### src/rtl/mux_serial_sequencer.sv
// Upstream controller for an 8:1 mux: latches one word per handshake, then walks the
// mux select through all eight positions, returning the mux output as a serial stream.
module mux_serial_sequencer #(
   parameter bit MSB_FIRST = 1'b0,
   parameter int IDLE_GAP  = 0
) (
   input  logic       clk,
   input  logic       rst,
   input  logic [7:0] in_data,
   input  logic       in_valid,
   output logic       in_ready,
   output logic [7:0] mux_i,
   output logic [2:0] mux_s,
   input  logic       mux_y,
   output logic       ser_out,
   output logic       ser_valid,
   input  logic       ser_ready,
   output logic       ser_last,
   output logic       busy
);

   localparam logic [2:0] START_IDX = MSB_FIRST ? 3'd7 : 3'd0;
   localparam logic [3:0] GAP_LOAD  = (IDLE_GAP > 0) ? 4'(IDLE_GAP - 1) : 4'd0;

   typedef enum logic [1:0] {
      IDLE = 2'd0,
      SEND = 2'd1,
      GAP  = 2'd2
   } state_t;

   state_t     state_reg;
   logic [3:0] gap_cnt_reg;
   logic [2:0] beat_cnt_reg;
   logic [7:0] mux_i_reg;
   logic [2:0] mux_s_reg;

   always_ff @(posedge clk) begin
      if (rst) begin
         state_reg    <= IDLE;
         gap_cnt_reg  <= 4'd0;
         beat_cnt_reg <= 3'd0;
         mux_i_reg    <= 8'h00;
         mux_s_reg    <= START_IDX;
      end else begin
         case (state_reg)
            IDLE: begin
               mux_s_reg <= START_IDX;
               if (in_valid) begin
                  mux_i_reg    <= in_data;
                  beat_cnt_reg <= 3'd0;
                  state_reg    <= SEND;
               end
            end
            SEND: begin
               // Without acceptance every register holds, keeping ser_out stable.
               if (ser_ready) begin
                  if (beat_cnt_reg == 3'd7) begin
                     mux_s_reg <= START_IDX;
                     if (IDLE_GAP > 0) begin
                        gap_cnt_reg <= GAP_LOAD;
                        state_reg   <= GAP;
                     end else begin
                        state_reg <= IDLE;
                     end
                  end else begin
                     beat_cnt_reg <= beat_cnt_reg + 3'd1;
                     mux_s_reg    <= MSB_FIRST ? (mux_s_reg - 3'd1) : (mux_s_reg + 3'd1);
                  end
               end
            end
            GAP: begin
               if (gap_cnt_reg == 4'd0) begin
                  state_reg <= IDLE;
               end else begin
                  gap_cnt_reg <= gap_cnt_reg - 4'd1;
               end
            end
            default: state_reg <= IDLE;
         endcase
      end
   end

   // Handshake flags are masked by rst so nothing is offered or accepted during reset.
   assign in_ready  = !rst && (state_reg == IDLE);
   assign ser_valid = !rst && (state_reg == SEND);
   assign ser_last  = ser_valid && (beat_cnt_reg == 3'd7);
   assign busy      = !rst && (state_reg != IDLE);
   assign ser_out   = mux_y;
   assign mux_i     = mux_i_reg;
   assign mux_s     = mux_s_reg;

endmodule

### config.mk
export PLATFORM = sky130hd
export DESIGN_NAME = mux_serial_sequencer
export DESIGN_NICKNAME = d
export VERILOG_FILES = /design/src/rtl/mux_serial_sequencer.sv
export SDC_FILE = /design/constraint.sdc
export NUM_CORES = 1
export LEC_CHECK = 0
export BUFFER_PORTS_ARGS = -buffer_cell sky130_fd_sc_hd__buf_2
export CORE_MARGIN = 2
export CORE_UTILIZATION = 40
export DETAILED_ROUTE_END_ITERATION = 7
export PLACE_DENSITY = 0.71
export SETUP_SLACK_MARGIN = 0.3
export SLEW_MARGIN = 20
export SYNTH_ARGS = -nofsm -noshare
export SYNTH_HDL_FRONTEND = slang
export SYNTH_SLANG_ARGS = --single-unit
export TNS_END_PERCENT = 30
### constraint.sdc
create_clock -name clk -period 1.25 [get_ports clk]
set_input_delay 0.1875 -clock clk [delete_from_list [all_inputs] [get_ports clk]]
set_output_delay 0.1875 -clock clk [all_outputs]
set_load 0.05 [all_outputs]
Word-level counts from Yosys, hierarchy flattened. Cells that the tools add are included.

Logic and storage cells: 43. Input port bits: 13. ROM bits: 0. Memories: 0. Flip-flop bits (word level): 20. RAM bits: 0. Latch bits: 0.

$mul: 0. Magnitude comparators: 0. Eq/ne operators: 8. Div/mod/pow operators: 0. Reductions and logical operators: 14. $add $sub $neg: 3. Mux-type cells: 12. Bitwise logic cells: 1. Shift operators: 0.

Operator list (number): $mux 3 (5); $pmux 3 s2 (2); $mux 2 (4); $ne 2x2->1 const B (4); $reduce_and 4->1 (2); $add 3x1->3 const B (2); $pmux 2 s3 (1); $reduce_and 2->1 (3); $logic_and 1x1->1 (4); $logic_not 4->1 (1); $reduce_bool 2->1 (2); $sub 4x1->4 const B (1); $eq 3x3->1 const B (1); $eq 2x1->1 const B (1); $eq 2x2->1 const B (1); $logic_not 2->1 (1); $ne 2x1->1 const B (1); $logic_not 1->1 (1); $not 1->1 (1).

Depth between registers and ports, before layout. Gate-level depths: netlist of the first run.

Depth in word-level cells: 4. Depth in mapped cells: 5. Mapped depth without buffers: 5.

Least setup slack after synthesis of the first run. Ideal clock, no wire load.

Path kind: register to output. From: register state_reg[0]. To: output ser_last. Required time: 1.062 ns. Stages on the path, launching flop included: 4. Arrival: 1.452 ns. Path slack: -0.389 ns. Path through: dfxtp_1 > or2b_1 > inv_1 > and2_1.

Word-level cells in the longest chain between the ends: 3.

Ends and longest elaborated chain: from (decl) (line 31) `state_t state_reg;`; from (signal assigned) (line 39) `state_reg <= IDLE;`; from (signal assigned) (line 51) `state_reg <= SEND;`; from (signal assigned) (line 61) `state_reg <= GAP;`; $eq 2x1->1 (line 85) `assign ser_valid = !rst && (state_reg == SEND);`; $logic_and 1x1->1 (line 85); $logic_and 1x1->1 (line 86) `assign ser_last = ser_valid && (beat_cnt_reg == 3'd7);`; to (decl) (line 18) `output logic ser_last,`.

No other way between the ends.

Worst setup path in the final report of the first run. Same ends and word-level chain as after synthesis.

==> reports/results.ini, run 1 <==
[run_status]
outcome = complete, but fails checks
violations = negative setup slack

[yosys]
post-synth-top-area-cell = dfxtp_1
ys_seq_area_frac = 0.455
avgSynthCellArea_um2 = 8.35
netlist_top_cells_area = dfxtp_1 (46%), nand2_1 (11%), a21oi_1 (7.6%), ha_1 (5.7%), nand3_1 (3.8%)
syn_inst = 79
synth.top_cell.area_share = 0.455
syn_nets = 95
synth_seq_cells = 15
netlist_area_um2 = 659
synth_cell_types = 24
yosys_warnings = 0

[critical_path]
cp.required_ns = 1.06
path_delay_family = simple AND/OR/NAND/NOR gates
max_stage_delay_ns = 0.34
slowest_stage = dfxtp_2
reg2regPathDepth = 7
end_kind = output port
path_class = flip-flop to output port
regToRegEndpoint = mux_i[7]
arrival_ns = 1.26
critPathLaunchType = flip-flop
r2r_slack_ns = -0.12
critPathMaxFanout = 3
path_buf_inv = 2
rr_startpoint = state_reg[0]
worstPathCellList = or2b_1 -> clkinvlp_4 -> and2_4 -> buf_8

[final_layout]
fin_util = 0.706
largest_reg_flops = 8
nNetsFinal = 131
drive_gt1_frac = 0.570
diodes = 0
area_delta_synth_final_pct = 63.2

[clock_tree]
clockBufferDepth = 2
numCtsBuffers = 3
clk_latency_ns = 0.28
cts_htree_levels = 1
ctsRootBufferMaster = clkbuf_4
cts_tree = done
cts_sinks = 15
clkTransAtPathRegs_ns = 0.09

[timing]
setup_slack_ns = -0.198
tightest_slew_ns = 0.304
final.setup.tns_ns = -1.78
timing_hold_violations_final = 0
grt_setup_unrepaired = yes
finalClockSkew_ns = 0.00106
max_freq_ghz = 0.691
drv_slew = 0
setup_viol = 18
slew_headroom = 0.798
layout_min_cycle_time_ns = 1.45
final.period_utilization = 1.16

[floorplanning]
chipHeight_um = 44.6
die_area_um2 = 1990
ios = 29
core_um2 = 1520
die_w_um = 44.6
initial_core_util = 0.433
num_rows = 14

[grt]
grt_pass1_wl_um = 2550
antenna_found_initial = 0
grtUsageTotal = 0.177
grt_overflow = 0
grt_pass1_vias = 626
grt_max_degree = 14

[route]
drt_wl_total_um = 1620
final_antenna_net_count = 0
vias_per_cell = 5.01
vias = 651
wl_per_cell_um = 12.5
dr.pass1.iters = 3
drcViolationCount = 0
drt_iter0_drc = 3

[hold_path]
hold_class = input pin to flip-flop
min-delay-start = in_data[0]
whs_endpoint = mux_i[0]
hold_depth = 3

[place]
portBuffers = 26
place_congestion = 0.876
hpwl_um = 1010

[pwr]
p_per_area_nw_per_um2 = 989
peakVddDrop_uv = 570
power_leakage_nw = 0.443
clkPwrFrac = 0.266
pwr-share-seq = 0.482
p_switching_w = 0.000331
power.share.switching = 0.311
p_int_w = 0.000733
p_comb_frac = 0.251

[run]
drv_cap = 0

[placed cells by master, fill, tap and decap left out]
master / n
buf_6: 15
nand2_1: 14
buf_2: 13
dfxtp_1: 12
a21oi_2: 7
buf_4: 7
nand2_2: 5
nand3_1: 5
a21oi_1: 3
a31oi_1: 3
dfxtp_2: 3
clkbuf_4: 3
nor2_1: 2
nand3b_1: 2
ha_4: 2
buf_8: 2
nor2_4: 1
or2b_1: 1
clkinvlp_4: 1
and2_4: 1
and2b_4: 1
nand2b_1: 1
and2b_2: 1
nor2b_1: 1
nand2b_4: 1
mux2_2: 1
or3b_1: 1
nor2_2: 1
a311oi_1: 1
o21ai_0: 1
ha_1: 1
clkbuf_1: 1
[worst max path at each step]
stage	startpoint	end	slack [ns]	cells past startpoint
2_1_floorplan	state_reg[0]	ser_last	-0.05	3
3_3_place_gp	beat_cnt_reg[0]	beat_cnt_reg[0]	-0.05	5
3_5_place_dp	beat_cnt_reg[0]	beat_cnt_reg[0]	-0.09	5
4_1_cts	state_reg[0]	ser_last	-0.18	4
5_1_grt	state_reg[0]	ser_last	-0.26	4
6_report	state_reg[0]	ser_last	-0.20	4
[cell type report]
class | instances | area (um2)
Sequential cell | 15 | 304
Clock buffer | 4 | 26.3
Tap cell | 16 | 20.0
Multi-Input combinational cell | 57 | 402
Fill cell | 127 | 448
Inverter | 1 | 7.51
Timing Repair Buffer | 37 | 317
[logic make-up after synthesis]
family | after synthesis | share of synthesized area
compound gates | 15 | 0.125
fa+ha+maj | 3 | 0.0569
buf+inv | 7 | 0.0664
flops | 15 | 0.455
mux | 1 | 0.0171
simple gates | 38 | 0.279
[stage by stage]
step	worst slack [ns]	total power, W	area [um2]	hold slack, ns	cells
after floorplan	-0.0466	0.000674	674	0.257	79
final	-0.198	0.00106	1080	0.132	130
after detailed placement	-0.0862	0.000720	822	0.376	120
after CTS	-0.184	0.00104	1020	0.131	129
after global placement	-0.0537	0.000717	822	0.376	120
after global routing	-0.259	0.00112	1080	0.129	130
[cells in the mapped netlist]
master,number
and2b_1,1
ha_1,3
a21oi_1,10
mux2_2,1
and2_1,1
nand3b_1,2
a31oi_1,3
or3b_1,1
clkbuf_2,1
nor2_1,4
nor2b_1,1
nand3_1,5
buf_6,1
dfxtp_1,15
o21ai_0,1
nand2b_1,2
inv_1,1
a311oi_1,1
nand2_1,19
buf_2,1
clkbuf_1,1
or2b_1,1
buf_4,2
and2b_2,1
[worst reg2reg max path, stage by stage (launching register included)]
cell	delay, ns
dfxtp_2	0.33
buf_4	0.13
buf_6	0.11
buf_8	0.12
buf_6	0.11
and2b_4	0.31
nand2_1	0.09
a21oi_2	0.11
[layer usage]
metal  GRT usage  vias to the layer above  share of wire
met5           0                        -              0
met4      0.0909                        0          0.018
met3      0.0367                        2          0.056
met2       0.313                       22           0.48
met1       0.195                      288           0.45
li1            -                      339              -
[repair_timing]
item	in CTS	in global routing
pin swaps	6	2
setup buffers	5	1
cloned	0	0
endpoints found under the setup margin	30	30
gates resized for setup	39	16
hold buffers	0	0
[power by group through the flow]
stage / clock network, W / logic [W] / registers [W]
6_report: 0.000284 / 0.000267 / 0.000513
4_1_cts: 0.000284 / 0.000247 / 0.000513
3_3_place_gp: 0 / 0.000198 / 0.000519
3_5_place_dp: 0 / 0.000201 / 0.000519
2_1_floorplan: 0 / 0.0000983 / 0.000576
5_1_grt: 0.000316 / 0.000285 / 0.000515
(Power assumes the default switching activity.)
==> run 2, diff against run 1 <==
Settings changed: TNS_END_PERCENT 30 to 5.
==> run 2 against run 1 <==
Critical path type unchanged. Largest cell class unchanged. Sequential cell count unchanged. The flow still finishes with violations (negative setup slack). Clock skew grew 0.0034 ns. Via count shrank 3.4%. Cell count is 2.3% lower. Core utilization decreased by 1.4 points. Routed wire length shrank 11%.
==> reports/results.ini, run 2 (synthesis gave the netlist of run 1 again) <==
[floorplanning]
die_w_um = 44.6
initial_core_util = 0.433
num_rows = 14
chipHeight_um = 44.6
core_um2 = 1520
die_area_um2 = 1990
ios = 29

[pwr]
p_per_area_nw_per_um2 = 983
total_power_w = 0.00104
peakVddDrop_uv = 663
power_leakage_nw = 0.439

[hold_path]
hold_class = input pin to flip-flop
min-delay-start = in_data[1]

[timing]
slew_headroom = 0.800
drv_slew = 0
tightest_slew_ns = 0.299
finalClockSkew_ns = 0.00449
max_freq_ghz = 0.703
grt_setup_unrepaired = yes
final.period_utilization = 1.14
final.setup.tns_ns = -0.716
setup_slack_ns = -0.173
timing_hold_violations_final = 0
layout_min_cycle_time_ns = 1.42
setup_viol = 9

[grt]
grt_pass1_wl_um = 2430
antenna_found_initial = 0
grtUsageTotal = 0.170
grt_max_degree = 14
grt_pass1_vias = 591
grt_overflow = 0

[final_layout]
largest_reg_flops = 8
diodes = 0
final_common_cell = nand2_1
stdcell_count = 127
fin_util = 0.692
area_delta_synth_final_pct = 60.0
nNetsFinal = 128
final_cell_mix = nand2_1 (19), buf_2 (13), dfxtp_2 (12), buf_8 (11), a21oi_1 (10)
fillers = 107
drive_gt1_frac = 0.541

[critical_path]
critPathMostFrequentCell = ha_4
critPathLaunchType = flip-flop
path_class = flip-flop to output port
slowest_stage = dfxtp_2
arrival_ns = 1.24
r2r_slack_ns = -0.07
rr_startpoint = beat_cnt_reg[0]
critPathMaxFanout = 2
max_stage_delay_ns = 0.35
cp-startpoint = beat_cnt_reg[0]
worstPathCellList = ha_4 -> ha_4 -> and2_4 -> buf_8
end_kind = output port
cp.required_ns = 1.06

[place]
place_congestion = 0.818
place_ws_ns = -0.109
dpl.cell_count = 119
hpwl_um = 928
portBuffers = 26

[route]
drcViolationCount = 0
vias = 629
drt_iter0_drc = 8
wl_per_cell_um = 11.4
vias_per_cell = 4.95
dr.pass1.iters = 4
final_antenna_net_count = 0
drt_wl_total_um = 1450

[clock_tree]
clk_latency_ns = 0.28
cts-hold-fix-buffers = 0
clkTransAtPathRegs_ns = 0.09
cts_tree = done
numCtsBuffers = 3
cts_htree_levels = 1
cts_sinks = 15
ctsRootBufferMaster = clkbuf_4
clockBufferDepth = 2

[run]
drv_cap = 0

[run_status]
violations = negative setup slack
outcome = complete, but fails checks

==> run 2: cell types whose count changed in the layout (fill, tap and decap cells not counted), sizes merged <==
cell	delta
buf	-3
==> run 2: timing repair <==
item	in CTS	in global routing
endpoints found under the setup margin	30	30
setup buffers	4	0
pin swaps	4	0
resized for setup	54	7
cloned	0	0
==> run 2: critical path, delay by kind of cell, from the launching register on <==
kind / cells / cell delay (ns)
flip-flops: 1 / 0.35
adder cells (fa/ha/maj): 2 / 0.32
buffers and inverters: 1 / 0.14
AND/OR/NAND/NOR: 1 / 0.15
==> run 2: per-layer routing <==
| metal | global-route usage | part of all wire | wire length, um |
|---|---|---|---|
| met4 | 0.0788 | 0.012 | 17 |
| met1 | 0.199 | 0.42 | 602 |
| met2 | 0.290 | 0.51 | 742 |
| met5 | 0 | 0 | 0 |
| met3 | 0.0408 | 0.061 | 88 |
==> run 2: area by class of cell <==
cell class / instances / area, um2 / share of cell area
tap: 16 / 20.0 / 0.0190
timing repair buffer: 34 / 317 / 0.300
clock buffer: 4 / 26.3 / 0.0249
sequential: 15 / 315 / 0.299
inverter: 1 / 7.51 / 0.00712
multi-input combinational: 57 / 369 / 0.350
==> run 2: final timing paths <==
path	endpoint	cells past startpoint
hold reg to reg	mux_i[4]	2
setup reg to reg	beat_cnt_reg[0]	6
hold / removal	mux_i[1]	3
setup / recovery	ser_last	4
==> run 2: report_power, final <==
group	internal, W	total (W)	switching, W
Clock	0.000124	0.000273	0.000149
Combinational	0.000101	0.000245	0.000144
Sequential	0.000502	0.000518	0.0000164
==> run 2: per-stage QoR <==
| stage | hold slack, ns | area [um2] |
|---|---|---|
| 3_3_place_gp | 0.376 | 807 |
| 6_report | 0.127 | 1050 |
| 4_1_cts | 0.116 | 1030 |
| 3_5_place_dp | 0.376 | 807 |
| 2_1_floorplan | 0.257 | 667 |
| 5_1_grt | 0.125 | 1050 |
==> run 3, diff against run 2 <==
Settings changed: ABC_AREA set to 1, PLACE_DENSITY 0.71 to 0.69.
==> run 3 against run 2 <==
The flow still finishes with violations (negative setup slack). First-iteration DRC count decreased by 13%. Die area increased by 10%. Non-clock buffer count decreased by 1. Critical path depth increased by 1. Fmax increased by 3.6%. Highest routed layer unchanged. Critical endpoint unchanged.
==> reports/results.ini, run 3 <==
[timing]
final.setup.tns_ns = -0.130
max_freq_ghz = 0.728
final.period_utilization = 1.10
layout_min_cycle_time_ns = 1.37
timing_hold_violations_final = 0
slew_headroom = 0.900
drv_slew = 0
tightest_slew_ns = 0.151
finalClockSkew_ns = 0.000389
setup_viol = 2
setup_slack_ns = -0.123
grt_setup_unrepaired = yes

[run_status]
outcome = complete, but fails checks
violations = negative setup slack

[route]
drcViolationCount = 0
drt_iter0_drc = 7
final_antenna_net_count = 0
dr.pass1.iters = 4
vias_per_cell = 4.47
drt_wl_total_um = 1640
vias = 671
wl_per_cell_um = 10.9

[floorplanning]
die_w_um = 46.8
chipHeight_um = 46.8
die_area_um2 = 2190
ios = 29
core_um2 = 1730
num_rows = 15
initial_core_util = 0.425

[grt]
grt_pass1_wl_um = 2350
antenna_found_initial = 0
grt_overflow = 0
grt_pass1_vias = 575
grtUsageTotal = 0.159
grt_max_degree = 16

[final_layout]
final_cell_mix = nor2_1 (21), buf_8 (14), dfxtp_2 (13), buf_2 (11), nand2_1 (9)
diodes = 0
area_delta_synth_final_pct = 58.5
fillers = 148
nNetsFinal = 142
largest_reg_flops = 8
final_common_cell = nor2_1
drive_gt1_frac = 0.584

[yosys]
synthFlopType = dfxtp_1
synth_top_family_by_area = simple AND/OR/NAND/NOR gates
synth_seq_cells = 15
synth_adder_area_share = 0.0512
ys_seq_area_frac = 0.410
synth_cell_types = 19
synth-edff-count = 0
yosys.area_share.xor_xnor = 0
synth_compound_area_frac = 0.145
syn_inst = 93
netlist_area_um2 = 733
netlist_top_cells_area = dfxtp_1 (41%), nor2_1 (12%), o21ai_2 (6.0%), nand2_1 (5.6%), ha_1 (5.1%)
yosys.area_share.simple = 0.251
syn_nets = 109
synth_top_cells_by_count = nor2_1 (23), dfxtp_1 (15), nand2_1 (11)
synthMuxAreaShare = 0
avgSynthCellArea_um2 = 7.88
synth.most_common_cell = nor2_1
synthArstFlopShare = 0
post-synth-top-area-cell = dfxtp_1
yosys_warnings = 0
synth.top_cell.area_share = 0.410

[clock_tree]
clk_latency_ns = 0.29
clockBufferDepth = 2
ctsRootBufferMaster = clkbuf_4
clkTransAtPathRegs_ns = 0.09
numCtsBuffers = 3
cts_sinks = 15
cts_htree_levels = 1
cts_tree = done

[critical_path]
cp.required_ns = 1.06
arrival_ns = 1.19
path_class = flip-flop to output port
critPathMaxFanout = 2
end_kind = output port
critPathLaunchType = flip-flop

[place]
portBuffers = 26
hpwl_um = 1080
place_congestion = 0.777

[pwr]
power_leakage_nw = 0.529
peakVddDrop_uv = 668
total_power_w = 0.00130
p_per_area_nw_per_um2 = 1120

[hold_path]
hold_class = input pin to flip-flop

[run]
drv_cap = 0

==> run 3: final timing paths <==
kind,start,to,slack (ns),cells past startpoint
hold reg to reg,mux_s[0],mux_s[0],0.49,2
hold / removal,rst,mux_s[1],0.12,2
setup / recovery,beat_cnt_reg[0],ser_last,-0.12,5
setup reg to reg,beat_cnt_reg[1],mux_s[2],-0.01,7
==> run 3: layer usage <==
metal	up-vias	wire (um)	global-route usage	part of all wire
met5	-	0	0	0
met4	0	17	0.100	0.010
li1	354	-	-	-
met1	302	631	0.180	0.38
met3	2	53	0.0346	0.032
met2	13	940	0.268	0.57
==> run 3: layout make-up <==
class,count,area [um2],area share
Inverter,13,60.1,0.0517
Tap cell,25,31.3,0.0269
Sequential cell,15,320,0.276
Clock buffer,3,22.5,0.0194
Multi-Input combinational cell,60,394,0.339
Timing Repair Buffer,33,329,0.283
Clock inverter,1,5.00,0.00431
==> run 3: stage by stage <==
stage	cells	instance area [um2]	worst slack [ns]	util	hold slack [ns]
after global placement	144	911	0.0347	0.528	0.376
final	150	1160	-0.123	0.673	0.122
after CTS	149	1140	-0.134	0.659	0.121
after floorplan	93	771	0.0421	-	0.257
after detailed placement	144	911	-0.00467	0.528	0.376
after global routing	150	1160	-0.169	0.673	0.131
==> run 3: critical path: stages (launching register included) <==
cell	delay (ns)
dfxtp_2	0.36
ha_4	0.14
ha_4	0.13
inv_4	0.04
nor2_4	0.08
buf_8	0.15
==> run 3: cell families after synthesis <==
| kind of cell | count (synthesis) |
|---|---|
| and+or+nand+nor | 41 |
| AOI/OAI and AO/OA | 16 |
| adders and majority gates | 3 |
| DFF | 15 |
| buffers and inverters | 18 |
==> run 3: power by group <==
group | switching (W) | total (W) | internal, W
Clock | 0.000167 | 0.000286 | 0.000119
Combinational | 0.000267 | 0.000449 | 0.000182
Sequential | 0.0000392 | 0.000564 | 0.000525
Total | 0.000473 | 0.00130 | 0.000826
==> run 3: what timing repair did <==
item	in CTS	in global routing
gates resized for setup	63	4
pin swaps	4	3
buffers inserted	1	1
setup endpoints to repair	30	30
hold buffers	0	0
